`config.mk`:
```
export PLATFORM = sky130hd
export DESIGN_NAME = uart_tx_periph
export DESIGN_NICKNAME = d
export VERILOG_FILES = /design/src/rtl/uart_tx_periph_pkg.sv /design/src/rtl/sync_fifo.sv /design/src/rtl/uart_tx_periph.sv
export SDC_FILE = /design/constraint.sdc
export NUM_CORES = 1
export LEC_CHECK = 0
export ABC_AREA = 1
export CAP_MARGIN = 5
export CORE_MARGIN = 4
export CORE_UTILIZATION = 53
export CTS_CLUSTER_DIAMETER = 60
export DETAILED_ROUTE_END_ITERATION = 8
export PLACE_DENSITY = 0.76
export SLEW_MARGIN = 40
export SYNTH_ARGS = -nofsm -noshare
export SYNTH_HDL_FRONTEND = slang
export SYNTH_SLANG_ARGS = --single-unit
```
`constraint.sdc`:
```
create_clock -name clk -period 2.15 [get_ports clk]
set_input_delay 0.3225 -clock clk [delete_from_list [all_inputs] [get_ports clk]]
set_output_delay 0.3225 -clock clk [all_outputs]
set_load 0.1 [all_outputs]
```
`src/rtl/uart_tx_periph_pkg.sv`:
```
// Shared definitions for the memory-mapped UART transmitter: register offsets,
// STATUS bit positions and transmitter FSM encodings.
package uart_tx_periph_pkg;

  localparam logic [1:0] OFS_DATA   = 2'd0;
  localparam logic [1:0] OFS_STATUS = 2'd1;
  localparam logic [1:0] OFS_DIV_LO = 2'd2;
  localparam logic [1:0] OFS_DIV_HI = 2'd3;

  localparam int ST_FULL  = 0;
  localparam int ST_EMPTY = 1;
  localparam int ST_BUSY  = 2;
  localparam int ST_OVF   = 3;

  typedef enum logic [1:0] {
    S_IDLE  = 2'd0,
    S_START = 2'd1,
    S_DATA  = 2'd2,
    S_STOP  = 2'd3
  } tx_state_e;

  function automatic logic [7:0] status_byte(input logic ovf, input logic busy,
                                             input logic empty, input logic full);
    logic [7:0] s;
    s           = 8'h00;
    s[ST_OVF]   = ovf;
    s[ST_BUSY]  = busy;
    s[ST_EMPTY] = empty;
    s[ST_FULL]  = full;
    return s;
  endfunction

endpackage

```
`src/rtl/sync_fifo.sv`:
```
// Single-clock FIFO with occupancy count; pushes when full and pops when empty
// are ignored. DEPTH must be a power of two so the pointers wrap naturally.
module sync_fifo #(
  parameter int WIDTH = 8,
  parameter int DEPTH = 4
) (
  input  logic                     clk,
  input  logic                     rst_n,
  input  logic                     push,
  input  logic [WIDTH-1:0]         push_data,
  input  logic                     pop,
  output logic [WIDTH-1:0]         head,
  output logic                     full,
  output logic                     empty,
  output logic [$clog2(DEPTH):0]   count
);

  localparam int AW = $clog2(DEPTH);
  localparam int CW = AW + 1;

  logic [WIDTH-1:0] mem [DEPTH];
  logic [AW-1:0]    wr_ptr;
  logic [AW-1:0]    rd_ptr;
  logic             do_push;
  logic             do_pop;

  assign full    = (count == CW'(DEPTH));
  assign empty   = (count == '0);
  assign do_push = push && !full;
  assign do_pop  = pop && !empty;
  assign head    = mem[rd_ptr];

  always_ff @(posedge clk or negedge rst_n) begin
    if (!rst_n) begin
      wr_ptr <= '0;
      rd_ptr <= '0;
      count  <= '0;
    end else begin
      if (do_push) wr_ptr <= wr_ptr + 1'b1;
      if (do_pop)  rd_ptr <= rd_ptr + 1'b1;
      if (do_push && !do_pop)      count <= count + 1'b1;
      else if (!do_push && do_pop) count <= count - 1'b1;
    end
  end

  // Storage holds no control state, so it is left out of reset.
  always_ff @(posedge clk) begin
    if (do_push) mem[wr_ptr] <= push_data;
  end

endmodule

```
`src/rtl/uart_tx_periph.sv`:
```
// CPU-bus UART transmitter: 4-byte register window, transmit FIFO,
// programmable bit period (divisor+1 clocks) and 8N1 serializer.
module uart_tx_periph
  import uart_tx_periph_pkg::*;
#(
  parameter logic [15:0] BASE       = 16'hD000,
  parameter int          FIFO_DEPTH = 4,
  parameter logic [15:0] DIV_RESET  = 16'd15
) (
  input  logic        clk,
  input  logic        rst_n,
  input  logic        RW,
  input  logic [15:0] AD,
  input  logic [7:0]  D_in,
  output logic [7:0]  D_out,
  output logic        hit,
  output logic        txd
);

  localparam int CW = $clog2(FIFO_DEPTH) + 1;

  logic          sel;
  logic [1:0]    ofs;
  logic          wr;
  logic          rd;
  logic          push;
  logic          pop;
  logic [7:0]    rd_val;
  logic [15:0]   divisor;
  logic [15:0]   bit_cnt;
  logic          bit_done;
  logic          overflow;
  logic          busy;
  tx_state_e     state;
  logic [7:0]    shift;
  logic [2:0]    bit_idx;
  logic [7:0]    fifo_head;
  logic          fifo_full;
  logic          fifo_empty;
  logic [CW-1:0] fifo_count;

  assign sel      = (AD[15:2] == BASE[15:2]);
  assign ofs      = AD[1:0];
  assign wr       = sel && !RW;
  assign rd       = sel && RW;
  assign push     = wr && (ofs == OFS_DATA);
  assign busy     = (state != S_IDLE);
  assign bit_done = (bit_cnt == '0);
  // A new byte is taken from IDLE, or straight out of the last stop-bit cycle.
  assign pop      = !fifo_empty && ((state == S_IDLE) || ((state == S_STOP) && bit_done));

  sync_fifo #(
    .WIDTH (8),
    .DEPTH (FIFO_DEPTH)
  ) u_fifo (
    .clk       (clk),
    .rst_n     (rst_n),
    .push      (push),
    .push_data (D_in),
    .pop       (pop),
    .head      (fifo_head),
    .full      (fifo_full),
    .empty     (fifo_empty),
    .count     (fifo_count)
  );

  always_comb begin
    rd_val = 8'h00;
    case (ofs)
      OFS_STATUS: rd_val = status_byte(overflow, busy, fifo_count == '0,
                                       fifo_count == CW'(FIFO_DEPTH));
      OFS_DIV_LO: rd_val = divisor[7:0];
      OFS_DIV_HI: rd_val = divisor[15:8];
      default:    rd_val = 8'h00;
    endcase
  end

  always_ff @(posedge clk or negedge rst_n) begin
    if (!rst_n) begin
      divisor  <= DIV_RESET;
      overflow <= 1'b0;
      D_out    <= 8'h00;
      hit      <= 1'b0;
    end else begin
      hit   <= rd;
      D_out <= rd ? rd_val : 8'h00;
      if (wr && (ofs == OFS_DIV_LO)) divisor[7:0]  <= D_in;
      if (wr && (ofs == OFS_DIV_HI)) divisor[15:8] <= D_in;
      // A dropped push wins over a same-edge clear; STATUS returns the pre-clear value.
      if (push && fifo_full)                overflow <= 1'b1;
      else if (rd && (ofs == OFS_STATUS))   overflow <= 1'b0;
    end
  end

  always_ff @(posedge clk) begin
    if (pop)                              shift <= fifo_head;
    else if ((state == S_DATA) && bit_done) shift <= shift >> 1;
  end

  // The divisor is sampled only on a bit-period reload, so mid-bit writes wait.
  always_ff @(posedge clk or negedge rst_n) begin
    if (!rst_n) begin
      state   <= S_IDLE;
      txd     <= 1'b1;
      bit_idx <= 3'd0;
      bit_cnt <= 16'd0;
    end else begin
      case (state)
        S_IDLE: begin
          if (pop) begin
            state   <= S_START;
            txd     <= 1'b0;
            bit_cnt <= divisor;
          end
        end
        S_START: begin
          if (bit_done) begin
            state   <= S_DATA;
            txd     <= shift[0];
            bit_idx <= 3'd0;
            bit_cnt <= divisor;
          end else begin
            bit_cnt <= bit_cnt - 1'b1;
          end
        end
        S_DATA: begin
          if (bit_done) begin
            bit_cnt <= divisor;
            if (bit_idx == 3'd7) begin
              state <= S_STOP;
              txd   <= 1'b1;
            end else begin
              txd     <= shift[1];
              bit_idx <= bit_idx + 1'b1;
            end
          end else begin
            bit_cnt <= bit_cnt - 1'b1;
          end
        end
        S_STOP: begin
          if (bit_done) begin
            if (pop) begin
              state   <= S_START;
              txd     <= 1'b0;
              bit_cnt <= divisor;
            end else begin
              state <= S_IDLE;
            end
          end else begin
            bit_cnt <= bit_cnt - 1'b1;
          end
        end
        default: begin
          state <= S_IDLE;
          txd   <= 1'b1;
        end
      endcase
    end
  end

endmodule

```
== Word-level counts from Yosys, hierarchy flattened ==
Memories as Yosys holds them, arrays and structs flattened.
Cells that the tools add are included.

* Output and inout port bits: 10
* Logic and storage cells: 99
* Flip-flop bits (word level): 63
* Memories: 1
* RAM bits: 32

{| class="wikitable"
|+ Memories
! name !! words !! width !! rd ports !! clocked after memory_dff !! wr ports !! RTL line !! source
|-
| u_fifo.mem || 4 || 8 || 1 || 0 || 1 || sync_fifo.sv:21 || <nowiki>logic [WIDTH-1:0] mem [DEPTH];</nowiki>
|}

* Reductions and logical operators: 33
* Equality and inequality tests: 15
* Mux-type cells: 31
* $add $sub $neg: 6

{| class="wikitable"
|+ Operators by type and width
! cell !! count
|-
| $mux W16 || 3
|-
| $pmux W16 S3 || 1
|-
| $mux W8 || 3
|-
| $pmux W8 S3 || 1
|-
| $logic_not A16 Y1 || 1
|-
| $sub A16 B1 Y16 const B || 1
|-
| $mux W3 || 5
|-
| $eq A14 B14 Y1 const B || 1
|-
| $logic_and A1 B1 Y1 || 14
|-
| $mux W1 || 10
|-
| $mux W2 || 5
|-
| $reduce_bool A2 Y1 || 5
|-
| $eq A2 B2 Y1 const B || 4
|-
| $ne A2 B2 Y1 const B || 4
|-
| $pmux W2 S4 || 1
|-
| $add A3 B1 Y3 const B || 2
|-
| $eq A3 B3 Y1 const B || 2
|-
| $pmux W3 S2 || 1
|-
| $logic_not A1 Y1 || 5
|-
| $reduce_and A5 Y1 || 1
|-
| $add A2 B1 Y2 const B || 2
|-
| $eq A2 B1 Y1 const B || 2
|-
| $logic_not A2 Y1 || 2
|-
| $ne A2 B1 Y1 const B || 2
|-
| 7 further kinds || 7
|}

== Longest topological paths before layout ==
* Depth after elaboration: 8
* Depth in mapped cells: 15

== Hierarchy ==
From an unflattened synthesis, not the netlist that was laid out.

* Cell total of the unflattened synthesis: 626
* Area, all modules: 5104.9 um2

{| class="wikitable"
|+ Modules (own cells, without submodules)
! module !! area each (um2) !! cells an instance !! times used !! seq. area each (um2)
|-
| uart_tx_periph || 3370.7 || 472 || 1 || 1447.6
|-
| sync_fifo || 1734.2 || 154 || 1 || 1136.1
|}

== Worst setup path after synthesis ==
Ideal clock, no wire load.

* Path kind: reg-to-reg
* From: register state[0]
* To: register u_fifo.count[2]
* Library setup time: 131 ps
* Arrival: 2155 ps
* Cell stages (with the launch flop): 14
* Setup slack: -136 ps
* Clock period less this slack: 2286 ps
* Path buffers: 3
* Cells stage by stage: dfrtp_1 ha_1 buf_2 nand3_2 nand2_4 nand2_2 buf_6 buf_6 ha_1 inv_1 fa_1 a21oi_1 o21ai_0 xor2_1

* Longest elaborated chain between the ends: 8
* Elaborated cells on any way between the ends: 11
* Classes of those cells: eq/ne (1); mux (1); reduce/logical (9)

{| class="wikitable"
|+ RTL lines
! item !! RTL line !! source
|-
| start: declaration || uart_tx_periph.sv:34 || <nowiki>tx_state_e state;</nowiki>
|-
| start signal: assignment || uart_tx_periph.sv:103 || <nowiki>state <= S_IDLE;</nowiki>
|-
| start signal: assignment || uart_tx_periph.sv:111 || <nowiki>state <= S_START;</nowiki>
|-
| start signal: assignment || uart_tx_periph.sv:118 || <nowiki>state <= S_DATA;</nowiki>
|-
| $eq A2 B2 Y1 || uart_tx_periph.sv:50 || <nowiki>assign pop = !fifo_empty && ((state == S_IDLE) || ((state == S_STOP) && bit_done));</nowiki>
|-
| $logic_and A1 B1 Y1 || uart_tx_periph.sv:50 ||
|-
| $logic_or A1 B1 Y1 * || uart_tx_periph.sv:50 ||
|-
| $logic_and A1 B1 Y1 * || uart_tx_periph.sv:50 ||
|-
| $logic_and A1 B1 Y1 * || sync_fifo.sv:30 || <nowiki>assign do_pop = pop && !empty;</nowiki>
|-
| $logic_not A1 Y1 || sync_fifo.sv:41 || <nowiki>if (do_push && !do_pop) count <= count + 1'b1;</nowiki>
|-
| $logic_and A1 B1 Y1 || sync_fifo.sv:41 ||
|-
| $mux W3 or $reduce_bool A2 Y1 (tied branches) || - ||
|-
| end signal: assignment || sync_fifo.sv:41 ||
|-
| end signal: assignment || sync_fifo.sv:42 || <nowiki>else if (!do_push && do_pop) count <= count - 1'b1;</nowiki>
|-
| end: declaration || sync_fifo.sv:15 || <nowiki>output logic [$clog2(DEPTH):0] count</nowiki>
|}

Every way passes the cells marked *; elsewhere a longest branch is shown, timed or not.
A chain may end at the register's enable or synchronous reset.

== Worst setup path after layout ==
* From: input port AD[5]
* To: register u_fifo.count[2]

* Longest elaborated chain between the ends: 7
* Elaborated cells on any way between the ends: 9
* Classes of those cells: eq/ne (1); mux (1); reduce/logical (7)

{| class="wikitable"
|+ RTL lines
! item !! RTL line !! source
|-
| start: declaration || uart_tx_periph.sv:13 || <nowiki>input logic [15:0] AD,</nowiki>
|-
| $eq A14 B14 Y1 * || uart_tx_periph.sv:42 || <nowiki>assign sel = (AD[15:2] == BASE[15:2]);</nowiki>
|-
| $logic_and A1 B1 Y1 * || uart_tx_periph.sv:44 || <nowiki>assign wr = sel && !RW;</nowiki>
|-
| $logic_and A1 B1 Y1 * || uart_tx_periph.sv:46 || <nowiki>assign push = wr && (ofs == OFS_DATA);</nowiki>
|-
| $logic_and A1 B1 Y1 * || sync_fifo.sv:29 || <nowiki>assign do_push = push && !full;</nowiki>
|-
| via u_fifo.do_push || sync_fifo.sv:24 || <nowiki>logic do_push;</nowiki>
|-
| $logic_not A1 Y1 || sync_fifo.sv:42 ||
|-
| $logic_and A1 B1 Y1 || sync_fifo.sv:42 ||
|-
| $reduce_bool A2 Y1 (no source line) || - ||
|}

Mark *: on every way through the listed nets, which the timed path passes. The rest lies on a longest branch.

==> key figures <==
Outcome
  • Outcome: complete, no violations

GRT
  • Vias in the first global route: 4167
  • Met1 Use GR: 28.59%
  • Met2 Use GR: 36.16%
  • Global route hottest layer: met2
  • GR Util All Layers: 21.90%
  • Met3 Usage GRT: 3.400%
  • Largest net degree at the start of global routing: 29
  • Initial antenna violation count: 0
  • First-pass GRT wire length: 19610 um
  • Total global routing overflow: 0

Setup path
  • Worst R2R End: u_fifo.count[2]$_DFFE_PN0P_
  • Setup Crit Path Kind: primary input to flop
  • R2R Setup Slk: 0.14 ns
  • Crit path cell chain: clkdlybuf4s50_1, nor2_1, nand2_1, nor3_4, nand3_2, nor3_4, ha_4, inv_2, fa_2, a21oi_2, o21ai_2, xor2_1
  • Slowest cell on crit path: clkdlybuf4s50_1
  • Worst path max stage delay: 0.40 ns
  • CP endpoint kind: flop
  • Critical path arrival: 2.29 ns
  • Max FO, Critical Path: 2
  • Crit start category: primary input
  • CP required: 2.41 ns
  • Worst path top cell family by delay: simple AND/OR/NAND/NOR gates
  • CP Launch Point: AD[5]
  • Worst Path Buf+Inv: 2
  • Most frequent CP cell: nor3_4
  • Reg2Reg Depth: 11
  • FF-to-FF Start: state[0]$_DFFE_PN0P_

Clock network
  • Clock buffer depth: 2
  • Num CTS Buffers: 9
  • Clock-pin transition on the worst setup and hold timing paths: 0.10 ns
  • Worst skew pair latency: 0.37 ns
  • Clock root buffer: clkbuf_8
  • Clock Sink Count: 95
  • Max H-tree Level: 3
  • TritonCTS clock tree: built

Synthesis
  • Post-Synthesis Cell Area: 5079 um^2
  • Yosys warns: 0
  • Syn Inst Count: 602
  • Post-synth net total: 644
  • Seq/Total Area, Yosys: 50.87%
  • Mean Syn Cell Area: 8.436 um^2
  • Post-synth cell types: 42
  • Yosys reg bits: 95

Power and ir drop
  • Power Density: 963.1 nW/um^2
  • Worst IR drop on VDD: 0.4944 mV
  • Leak Pwr: 2.805 nW

Place
  • GPL Wtd Cong: 0.9584
  • Post-DP HPWL: 8430 um
  • Number of port buffers: 36
  • Placed inst area: 5731 um^2

Floorplan
  • Die area: 11210 um^2
  • IO Count: 37
  • Initial Utilization: 54.70%
  • Die Span Y: 105.9 um
  • FP Rows: 35
  • Core Region: 9284 um^2
  • Die width: 105.9 um

Routing
  • Via count: 4189
  • DR iter-0 viols: 168
  • # DRC: 0
  • Via density per instance: 5.236
  • Antenna Nets Post-Route: 0
  • WL final: 11750 um
  • Avg WL per Cell: 14.68 um
  • DRT Pass-1 Iters: 4

Cells and area
  • Final #Nets: 708
  • Filler Cell Count: 761
  • N_diodes: 0
  • Final Cell Area: 6021 um^2
  • Area Overhead vs Synth: 18.55%
  • Final core area utilization: 64.85%
  • Proportion of layout cells with a drive suffix above 1: 16.54%

Timing
  • Final worst path period share: 94.63%
  • Final Hold Vio Count: 0
  • Fmax: 491.5 MHz
  • Slew @ Worst Pin: 0.4928 ns
  • Final Setup Violations: 0
  • Final min period: 2.035 ns
  • Pins Over Slew Limit: 0
  • Worst Skew: 0.01280 ns
  • Worst slew margin: 67.14%
  • WHS: 0.4522 ns
  • Unrepaired setup endpoints after global routing: false

Run
  • Max-cap viol count: 0

Worst hold path
  • Hold Crit Class: primary input to async pin
==> cell type report <==
class / count / area, um^2 / area share (%)
clock buffers: 9 / 123.9 / 2.057
clock inverters: 7 / 97.59 / 1.621
inverters: 75 / 282.8 / 4.697
multi-input cells: 416 / 2172 / 36.08
flip-flops and latches: 95 / 2585 / 42.93
well taps: 129 / 161.4 / 2.681
repair buffers: 69 / 598.1 / 9.934
==> report_power, final <==
| group | total, mW | internal [mW] | switching (mW) |
|---|---|---|---|
| Clock | 1.29 | 0.576 | 0.715 |
| Sequential | 2.34 | 2.14 | 0.194 |
| Combinational | 2.17 | 0.763 | 1.41 |
| Total | 5.80 | 3.48 | 2.32 |
==> synthesized netlist by cell type, drive strengths merged <==
cell	number	area [um^2]
nand2	184	723.2
inv	74	277.8
nor2	59	246.5
o21ai	53	299.0
nand3	51	285.3
dfrtp	50	1251
edfxtp	40	1201
ha	14	175.2
buf	12	80.07
a21oi	10	53.80
o22ai	10	62.56
nand3b	8	60.06
xor2	6	52.55
dfstp	5	131.4
clkbuf	4	15.01
nand4	4	25.02
nor3	4	25.02
or2	4	25.02
and2	2	15.02
o2111ai	2	17.52
a221oi	1	8.760
a31oi	1	6.260
clkinv	1	5.000
fa	1	20.02
o211ai	1	7.510
xnor2	1	8.760
==> how the worst max path moves through the flow <==
| stage | to | slack (ns) | cells past startpoint |
|---|---|---|---|
| floorplan | u_fifo.count[1]$_DFFE_PN0P_ | 0.006 | 14 |
| global placement | u_fifo.count[2]$_DFFE_PN0P_ | -0.31 | 11 |
| detailed placement | u_fifo.count[2]$_DFFE_PN0P_ | -0.40 | 11 |
| CTS | u_fifo.count[2]$_DFFE_PN0P_ | 0.01 | 11 |
| global route | u_fifo.count[2]$_DFFE_PN0P_ | 0.004 | 12 |
| finish | u_fifo.count[2]$_DFFE_PN0P_ | 0.12 | 12 |
==> routing by layer <==
metal	share of wire [%]	wire, um
met1	43	5013
met2	48	5594
met3	7.6	891
met4	2.1	248
met5	0	0
==> cell families after synthesis <==
| family | count (synthesis) | share of synthesized area, % |
|---|---|---|
| AO/OA/AOI/OAI | 78 | 8.968 |
| XOR/XNOR | 7 | 1.207 |
| adder cells (fa/ha/maj) | 15 | 3.843 |
| buffers and inverters | 91 | 7.440 |
| flip-flops | 95 | 50.87 |
| AND/OR/NAND/NOR | 316 | 27.67 |
==> state kept, by name (all words and copies together) (netlist names) <==
name	flops
shift	8
u_fifo.mem	32
txd	1
u_fifo.count	3
divisor	16
D_out	8
state	2
u_fifo.rd_ptr	2
bit_cnt	16
overflow	1
bit_idx	3
u_fifo.wr_ptr	2
hit	1
==> cells in the final DEF, fill, tap and decap left out, drive strengths merged, types with 2 or more instances in the layout <==
cell,count
o2111ai,2
inv,77
clkbuf,9
clkdlybuf4s50,17
and2,2
nand2,184
xor2,6
dfrtp,50
ha,14
clkinv,4
or2,4
nor3,4
dlygate4sd2,4
dfstp,5
buf,43
edfxtp,40
o22ai,10
o21ai,53
nand4,4
a21oi,10
nand3b,8
nand3,51
dlymetal6s2s,4
nor2,59
==> per-stage QoR <==
step	power (mW)	cells	worst slack (ns)	setup TNS [ns]
floorplan	3.941	602	0.006411	0
global placement	4.442	780	-0.3136	-1.513
detailed placement	4.513	780	-0.4002	-3.111
CTS	5.807	799	0.01054	0
global route	6.220	800	0.004234	0
finish	5.798	800	0.1155	0
==> what timing repair did <==
| item | 4_1_cts | 5_1_grt |
|---|---|---|
| hold buffers | 1 | 0 |
| gates resized for setup | 8 | 7 |
| pin swaps | 9 | 9 |
| buffers inserted | 2 | 1 |
| hold endpoints to repair | 15 | 0 |
| setup endpoints to repair | 1 | 3 |
Power figures use the tool's default switching activity.
